==> config.mk <==
export PLATFORM = sky130hd
export DESIGN_NAME = alarm_ctrl
export DESIGN_NICKNAME = d
export VERILOG_FILES = /design/src/rtl/alarm_ctrl.sv
export SDC_FILE = /design/constraint.sdc
export NUM_CORES = 1
export LEC_CHECK = 0
export CAP_MARGIN = 30
export CORE_ASPECT_RATIO = 1.1
export CORE_MARGIN = 2
export CORE_UTILIZATION = 35
export CTS_BUF_LIST = sky130_fd_sc_hd__clkbuf_4 sky130_fd_sc_hd__clkbuf_8
export CTS_CLUSTER_SIZE = 16
export DETAILED_ROUTE_END_ITERATION = 16
export PLACE_DENSITY = 0.62
export SYNTH_ARGS = -nofsm -noshare
export SYNTH_HDL_FRONTEND = slang
export SYNTH_SLANG_ARGS = --single-unit
==> constraint.sdc <==
create_clock -name clk -period 2.44 [get_ports clk]
set_clock_uncertainty 0.1 [all_clocks]
set_input_delay 0.244 -clock clk [delete_from_list [all_inputs] [get_ports clk]]
set_output_delay 0.244 -clock clk [all_outputs]
set_load 0.02 [all_outputs]
==> src/rtl/alarm_ctrl.sv <==
// Alarm controller: detects the rising edge of a time/alarm match and then
// sequences RING and SNOOZE periods counted in 1 Hz ticks, with debounced
// (synchronized, edge-detected) snooze and stop buttons.
module alarm_ctrl #(
    parameter int RING_SEC   = 60,
    parameter int SNOOZE_SEC = 300,
    parameter int MAX_SNOOZE = 3
) (
    input  logic       clk,
    input  logic       reset,
    input  logic       tick,
    input  logic [3:0] th1,
    input  logic [3:0] th0,
    input  logic [3:0] tm1,
    input  logic [3:0] tm0,
    input  logic [3:0] ah1,
    input  logic [3:0] ah0,
    input  logic [3:0] am1,
    input  logic [3:0] am0,
    input  logic       alarm_en,
    input  logic       snooze_n,
    input  logic       stop_n,
    output logic       ringing,
    output logic       snoozing,
    output logic       buzzer,
    output logic [8:0] remaining,
    output logic [2:0] snooze_cnt,
    output logic [1:0] state_dbg
);

    typedef enum logic [1:0] {
        S_IDLE   = 2'd0,
        S_RING   = 2'd1,
        S_SNOOZE = 2'd2
    } state_t;

    localparam logic [8:0] RING_LOAD   = 9'(RING_SEC);
    localparam logic [8:0] SNOOZE_LOAD = 9'(SNOOZE_SEC);
    localparam logic [2:0] MAX_CNT     = 3'(MAX_SNOOZE);

    state_t     state, state_nx;
    logic [8:0] remaining_nx;
    logic [2:0] snooze_cnt_nx;
    logic       beep, beep_nx;

    logic sn_s1, sn_s2, sn_h;
    logic st_s1, st_s2, st_h;
    logic snooze_press, stop_press;
    logic match, match_q, match_rise;

    // Two-flop synchronizers plus history flops; idle level is 1 (released).
    always_ff @(posedge clk or posedge reset) begin
        if (reset) begin
            sn_s1 <= 1'b1; sn_s2 <= 1'b1; sn_h <= 1'b1;
            st_s1 <= 1'b1; st_s2 <= 1'b1; st_h <= 1'b1;
        end else begin
            sn_s1 <= snooze_n; sn_s2 <= sn_s1; sn_h <= sn_s2;
            st_s1 <= stop_n;   st_s2 <= st_s1; st_h <= st_s2;
        end
    end

    // A press is the 1->0 edge between history and second stage: one pulse per hold.
    assign snooze_press = sn_h & ~sn_s2;
    assign stop_press   = st_h & ~st_s2;

    assign match      = ({th1, th0, tm1, tm0} == {ah1, ah0, am1, am0});
    assign match_rise = match & ~match_q;

    // Register the match so only its rising edge can trigger an alarm.
    always_ff @(posedge clk or posedge reset) begin
        if (reset) match_q <= 1'b0;
        else       match_q <= match;
    end

    // State register together with the counters that move with it.
    always_ff @(posedge clk or posedge reset) begin
        if (reset) begin
            state      <= S_IDLE;
            remaining  <= 9'd0;
            beep       <= 1'b0;
            snooze_cnt <= 3'd0;
        end else begin
            state      <= state_nx;
            remaining  <= remaining_nx;
            beep       <= beep_nx;
            snooze_cnt <= snooze_cnt_nx;
        end
    end

    // Next-state: alarm_en low beats stop, stop beats snooze, snooze beats tick.
    always_comb begin
        state_nx      = state;
        remaining_nx  = remaining;
        beep_nx       = beep;
        snooze_cnt_nx = snooze_cnt;
        if (!alarm_en) begin
            state_nx     = S_IDLE;
            remaining_nx = 9'd0;
            beep_nx      = 1'b0;
        end else begin
            case (state)
                S_IDLE: begin
                    if (match_rise) begin
                        state_nx      = S_RING;
                        remaining_nx  = RING_LOAD;
                        beep_nx       = 1'b1;
                        snooze_cnt_nx = 3'd0;
                    end
                end
                S_RING: begin
                    if (stop_press) begin
                        state_nx     = S_IDLE;
                        remaining_nx = 9'd0;
                        beep_nx      = 1'b0;
                    end else if (snooze_press && (snooze_cnt < MAX_CNT)) begin
                        state_nx      = S_SNOOZE;
                        remaining_nx  = SNOOZE_LOAD;
                        snooze_cnt_nx = snooze_cnt + 3'd1;
                    end else if (tick) begin
                        // A snooze press at the limit is ignored, so the tick still counts.
                        if (remaining <= 9'd1) begin
                            state_nx     = S_IDLE;
                            remaining_nx = 9'd0;
                            beep_nx      = 1'b0;
                        end else begin
                            remaining_nx = remaining - 9'd1;
                            beep_nx      = ~beep;
                        end
                    end
                end
                S_SNOOZE: begin
                    if (stop_press) begin
                        state_nx     = S_IDLE;
                        remaining_nx = 9'd0;
                        beep_nx      = 1'b0;
                    end else if (tick) begin
                        if (remaining <= 9'd1) begin
                            state_nx     = S_RING;
                            remaining_nx = RING_LOAD;
                            beep_nx      = 1'b1;
                        end else begin
                            remaining_nx = remaining - 9'd1;
                        end
                    end
                end
                default: begin
                    state_nx     = S_IDLE;
                    remaining_nx = 9'd0;
                    beep_nx      = 1'b0;
                end
            endcase
        end
    end

    // Outputs decode registered state only, so reset clears them immediately.
    always_comb begin
        ringing   = (state == S_RING);
        snoozing  = (state == S_SNOOZE);
        buzzer    = (state == S_RING) && beep;
        state_dbg = state;
    end

endmodule

Yosys cells after proc, flatten, opt, wreduce, memory -nomap -nowiden
Cells that the tools add are included.

Logic and storage cells: 77. Register bits after elaboration: 22. Output and inout port bits: 17. Input bits: 38.

Reduce and logical (&&, ||, !) cells: 8. $lt $le $gt $ge: 2. Bitwise gates (word level): 7. Mux-type cells: 34. Add/subtract/negate cells: 2. Equality and inequality tests: 13.

Operators with widths (count): $mux W9 (9); $pmux W9 S3 (1); $mux W2 (9); $eq A16 B16 Y1 (1); $reduce_and A5 Y1 (3); $le A9 B1 Y1 const B (1); $mux W1 (9); $mux W3 (3); $sub A9 B1 Y9 const B (1); $ne A4 B3 Y1 const B (2); $pmux W2 S3 (1); $pmux W3 S2 (1); $ne A5 B2 Y1 const B (1); $ne A5 B3 Y1 const B (1); $ne A2 B2 Y1 const B (2); $ne A4 B2 Y1 const B (1); $ne A4 B4 Y1 const B (1); $not A1 Y1 (4); $add A3 B1 Y3 const B (1); $and A1 B1 Y1 (3); $lt A3 B2 Y1 const B (1); $ne A3 B3 Y1 const B (1); $pmux W1 S3 (1); $reduce_and A3 Y1 (1); 6 further kinds (7).

Depth between registers and ports, before layout
Gate-level depths: netlist of the first run.

Depth after elaboration: 7. Gate-level depth with buffers: 8. Depth with buffers taken out: 8.

Worst setup path after synthesis of the first run
Ideal clock, no wire load.

Kind: register to register. From: register remaining[4]. To: register remaining[4]. Path buffers: 0. Slack: 353 ps. Library setup time: 126 ps. Stages on the path, launching flop included: 6. Period minus slack after synthesis: 2087 ps. Required time: 2214 ps. Arrival time: 1861 ps. Cell sequence: dfrtp_1 -> or4_4 -> nand4bb_4 -> a21oi_1 -> a211oi_1 -> o32a_1.

Cells in the longest elaborated chain, start to end: 7. Elaborated cells on any way between the ends: 11. Classes of those cells: 1 x add/sub; 1 x order compare; 9 x mux.

RTL lines: from (decl) (line 26) `output logic [8:0] remaining,`; from (signal assigned) (line 84) `remaining <= remaining_nx;`; $sub A9 B1 Y9 / $le A9 B1 Y1 (equally long branches); $mux W9 (line 121) `if (remaining <= 9'd1) begin`; $mux W9 (line 119) `end else if (tick) begin`; $mux W9 (line 115) `end else if (snooze_press && (snooze_cnt < MAX_CNT)) begin`; $mux W9 (line 111) `if (stop_press) begin`; $pmux W9 S3 (*) (line 101) `case (state)`; $mux W9 (*) (line 96) `if (!alarm_en) begin`.

Mark *: on every way between the ends. The rest lies on a longest branch, timed or not. The select of a mux whose other input is x is not followed. A chain may end at the register's enable or synchronous reset.

Worst setup path after layout of the first run
From: register state[1], in the netlist state_dbg[1]. To: output snoozing.

Cells in the longest elaborated chain, start to end: 1.

RTL lines: from (decl) (line 41) `state_t state, state_nx;`; from (signal assigned) (line 83) `state <= state_nx;`; $eq A2 B2 Y1 (line 158) `snoozing = (state == S_SNOOZE);`; to (decl) (line 24) `output logic snoozing,`.

No other way between the ends.

==> results of run 1 <==
[how the worst max path moves through the flow]
stage	depth (start not counted)	from	slack [ns]	endpoint
floorplan	5	remaining[4]	0.35	remaining[4]
global placement	8	ah0[2]	0.10	remaining[1]
detailed placement	8	ah0[2]	0.11	remaining[1]
CTS	4	state_dbg[1]	0.29	snoozing
global route	4	state_dbg[1]	0.18	snoozing
finish	4	state_dbg[1]	0.31	snoozing
[per-layer routing]
layer	track usage, %	vias up	share of wire [%]
li1	-	700	-
met1	20.8	669	39
met2	33.9	61	53
met3	2.95	2	7.1
met4	5.32	0	0.81
met5	0	-	0
[power by group through the flow]
stage          Sequential [W]  Clock [W]  Combinational, W
3_5_place_dp         0.000605          0           0.00130
5_1_grt              0.000617   0.000372           0.00143
4_1_cts              0.000599   0.000348           0.00131
6_report             0.000597   0.000341           0.00130
3_3_place_gp         0.000597          0           0.00128
2_1_floorplan        0.000690          0          0.000696
[sequential cells by signal, indices dropped and copies added (netlist names)]
name	cells
st_h	1
state_dbg	2
sn_h	1
remaining	9
st_s1	1
sn_s2	1
st_s2	1
snooze_cnt	3
beep	1
match_q	1
sn_s1	1
[layout make-up]
type | count | share of cell area, %
Clock buffer | 3 | 1.90
Tap cell | 52 | 2.99
Clock inverter | 1 | 1.38
Inverter | 10 | 1.72
Timing Repair Buffer | 61 | 27.2
Multi-Input combinational cell | 121 | 39.2
Sequential cell | 22 | 25.6
[layout by cell type (no fill, tap or decap), types with 4 or more instances in the layout]
| cell | synthesis | final |
|---|---|---|
| clkdlybuf4s50_1 | 0 | 54 |
| nor2b_1 | 4 | 4 |
| o21ai_1 | 5 | 5 |
| nand2_1 | 9 | 9 |
| dfstp_2 | 6 | 6 |
| nand2b_1 | 4 | 4 |
| nor2_1 | 12 | 12 |
| inv_1 | 8 | 8 |
| o21ai_0 | 4 | 4 |
| xor2_1 | 17 | 17 |
| dfrtp_1 | 16 | 16 |
| buf_4 | 0 | 7 |
| nor4_1 | 4 | 4 |
| a21oi_1 | 12 | 12 |
[stage by stage]
step | util [%] | instance area, µm²
floorplan | - | 1470
global placement | 52.8 | 2110
detailed placement | 52.8 | 2110
CTS | 54.5 | 2180
global route | 54.5 | 2180
finish | 54.5 | 2180
[logic make-up after synthesis]
| logic type | count (synthesis) |
|---|---|
| buf+inv | 12 |
| simple gates | 50 |
| xor+xnor | 17 |
| fa+ha+maj | 3 |
| flops | 22 |
| compound gates | 50 |
| mux | 1 |
[worst register-to-register path, stage by stage (launching register included)]
cell	delay, ns
dfrtp_1	0.44
or4_4	0.51
nand4bb_4	0.32
o2111ai_2	0.19
nand2_2	0.13
a2111oi_2	0.22
a21o_1	0.12
==> run summary, run 1 <==
Post-synth net total = 196
# IOs = 55
Clk buf depth = 2
Post-synthesis simple-gate area fraction = 19.6%
Die area = 0.00474 mm²
#FFs+latches synth = 22
Critical path required time = 2.10 ns
CTS tree = done
Clk Latency, worst-skew pair = 0.26 ns
Vias per cell = 5.30
Synth warn = 0
CP cell instances = buf_4, nor2b_1, buf_4, clkdlybuf4s50_1
TritonCTS Sinks = 22
I/O Buffers = 54
Crit-path max FO = 8
Worst Tran Pin Value = 0.395 ns
Period Utilization, post-route = 87.4%
Reg2reg start = remaining[6]
Wire length per cell = 14.7 µm
Total Power = 0.00224 W
FF+latch area = 558 µm²
Sw Share = 42.2%
Worst path buffer plus inverter count = 3
Sw Pwr = 0.000946 W
Dominant cells by area after synthesis = dfrtp_1, dfstp_2, xor2_1
EDFF count, synth = 0
Syn-to-layout area delta = 48.0%
CTS buffer count = 3
Share of power burned in registers = 26.7%
Remaining antenna violation count = 0
Vias in the first global route = 1460
Max cap viols = 0
First-pass GRT wire length = 6630 µm
GRT Resource Usage Total = 18.1%
Worst setup margin = 0.308 ns
Synth Flop Type = dfrtp_1
Synth Area per Inst = 9.49 µm²
GRT overflow = 0
Largest net degree at the start of global routing = 23
Initial DRC Count = 128
Sequential area share after synthesis = 37.9%
Die Ht = 72.0 µm
Setup TNS = 0 ns
Status = complete, no violations
Drt pass-1 iters = 4
Synth top area share = 27.2%
Routed vias = 1432
Core area = 0.00399 mm²
Worst path arrival time = 1.79 ns
CP top delay family = buffers and inverters
Slew HR = 73.6%
List of most frequent post-synthesis cells = xor2_1, dfrtp_1, a21oi_1, nor2_1, nand2_1
Clock power frac = 15.2%
CP max stage delay = 0.61 ns
Clock-pin slew on the worst setup and hold paths = 0.08 ns
Area of the multi-input gates = 853 µm²
Row cnt = 24
Xor/xnor share of the synthesized area = 10.1%
Final nets = 260
H-tree levels = 1
Post-DP HPWL = 3270 µm
R2R Path End = state_dbg[0]
Routability cong. = 0.871
Hold Slack = 0.206 ns
Yosys cell types = 49
Main combinational cell family by area after synthesis = compound AO/OA/AOI/OAI gates
Top cell by count, worst path = buf_4
Maximum vdd drop = 0.000413 V
Fin crit period = 2.13 ns
CTS-repair resized insts = 0
Kind of critical path = reg -> out
CP max stage cell = clkdlybuf4s50_1
Synth Area in Compound Gates = 24.9%
Internal power = 0.00129 W
Hold Fails Final Rpt = 0
Mux cell area share after synthesis = 0.765%
Initial antenna violation count = 0
Critical Path Source Type = flop
Synth Cell Area = 0.00147 mm²
Post-synthesis adder-cell area fraction = 2.55%
Leakage = 0.910 nW
Count leader, synth = xor2_1
Critical Path End Type = primary output
Pre-CTS setup slack = 0.110 ns
Post-CTS Setup Bufs = 0
Mapped Cells = 155
Share of cells above drive strength 1 = 14.2%
DRC viols = 0
Synth area leader = dfrtp_1
Type of the tightest min-delay check = in -> async
Post-CTS Hold Fix Bufs = 0
R2R setup slack = 0.34 ns
Final Non-Filler Cells = 270
Dpl cells = 266
Post-synthesis async set-or-reset flop share = 100%
F_max = 469 MHz
Filler cells = 376
Total detailed-routing wirelength = 3970 µm
Power Density = 1030 mW/mm²
Die span in x = 65.8 µm
Gate power share = 58.1%
Root buffer cell = clkbuf_8
Final setup viols = 0
RSZ-0062 raised after global routing = false
Reg2Reg Depth = 6
Diode count = 0
Final Slew Violations = 0
Initial core utilization = 36.8%
Power figures use the tool's default switching activity.
==> run 2, diff against run 1 <==
--- a/config.mk
+++ b/config.mk
@@ -5,7 +5,7 @@
 export SDC_FILE = /design/constraint.sdc
 export NUM_CORES = 1
 export LEC_CHECK = 0
-export CAP_MARGIN = 30
+export CAP_MARGIN = 20
 export CORE_ASPECT_RATIO = 1.1
 export CORE_MARGIN = 2
 export CORE_UTILIZATION = 35
==> results of run 2 <==
Final layout, timing and power as in run 1 (identical DEF).
==> run 3, diff against run 2 <==
--- a/config.mk
+++ b/config.mk
@@ -13,6 +13,7 @@
 export CTS_CLUSTER_SIZE = 16
 export DETAILED_ROUTE_END_ITERATION = 16
 export PLACE_DENSITY = 0.62
+export SLEW_MARGIN = 20
 export SYNTH_ARGS = -nofsm -noshare
 export SYNTH_HDL_FRONTEND = slang
 export SYNTH_SLANG_ARGS = --single-unit
==> results of run 3 <==
Final layout, timing and power as in run 1 (identical DEF).
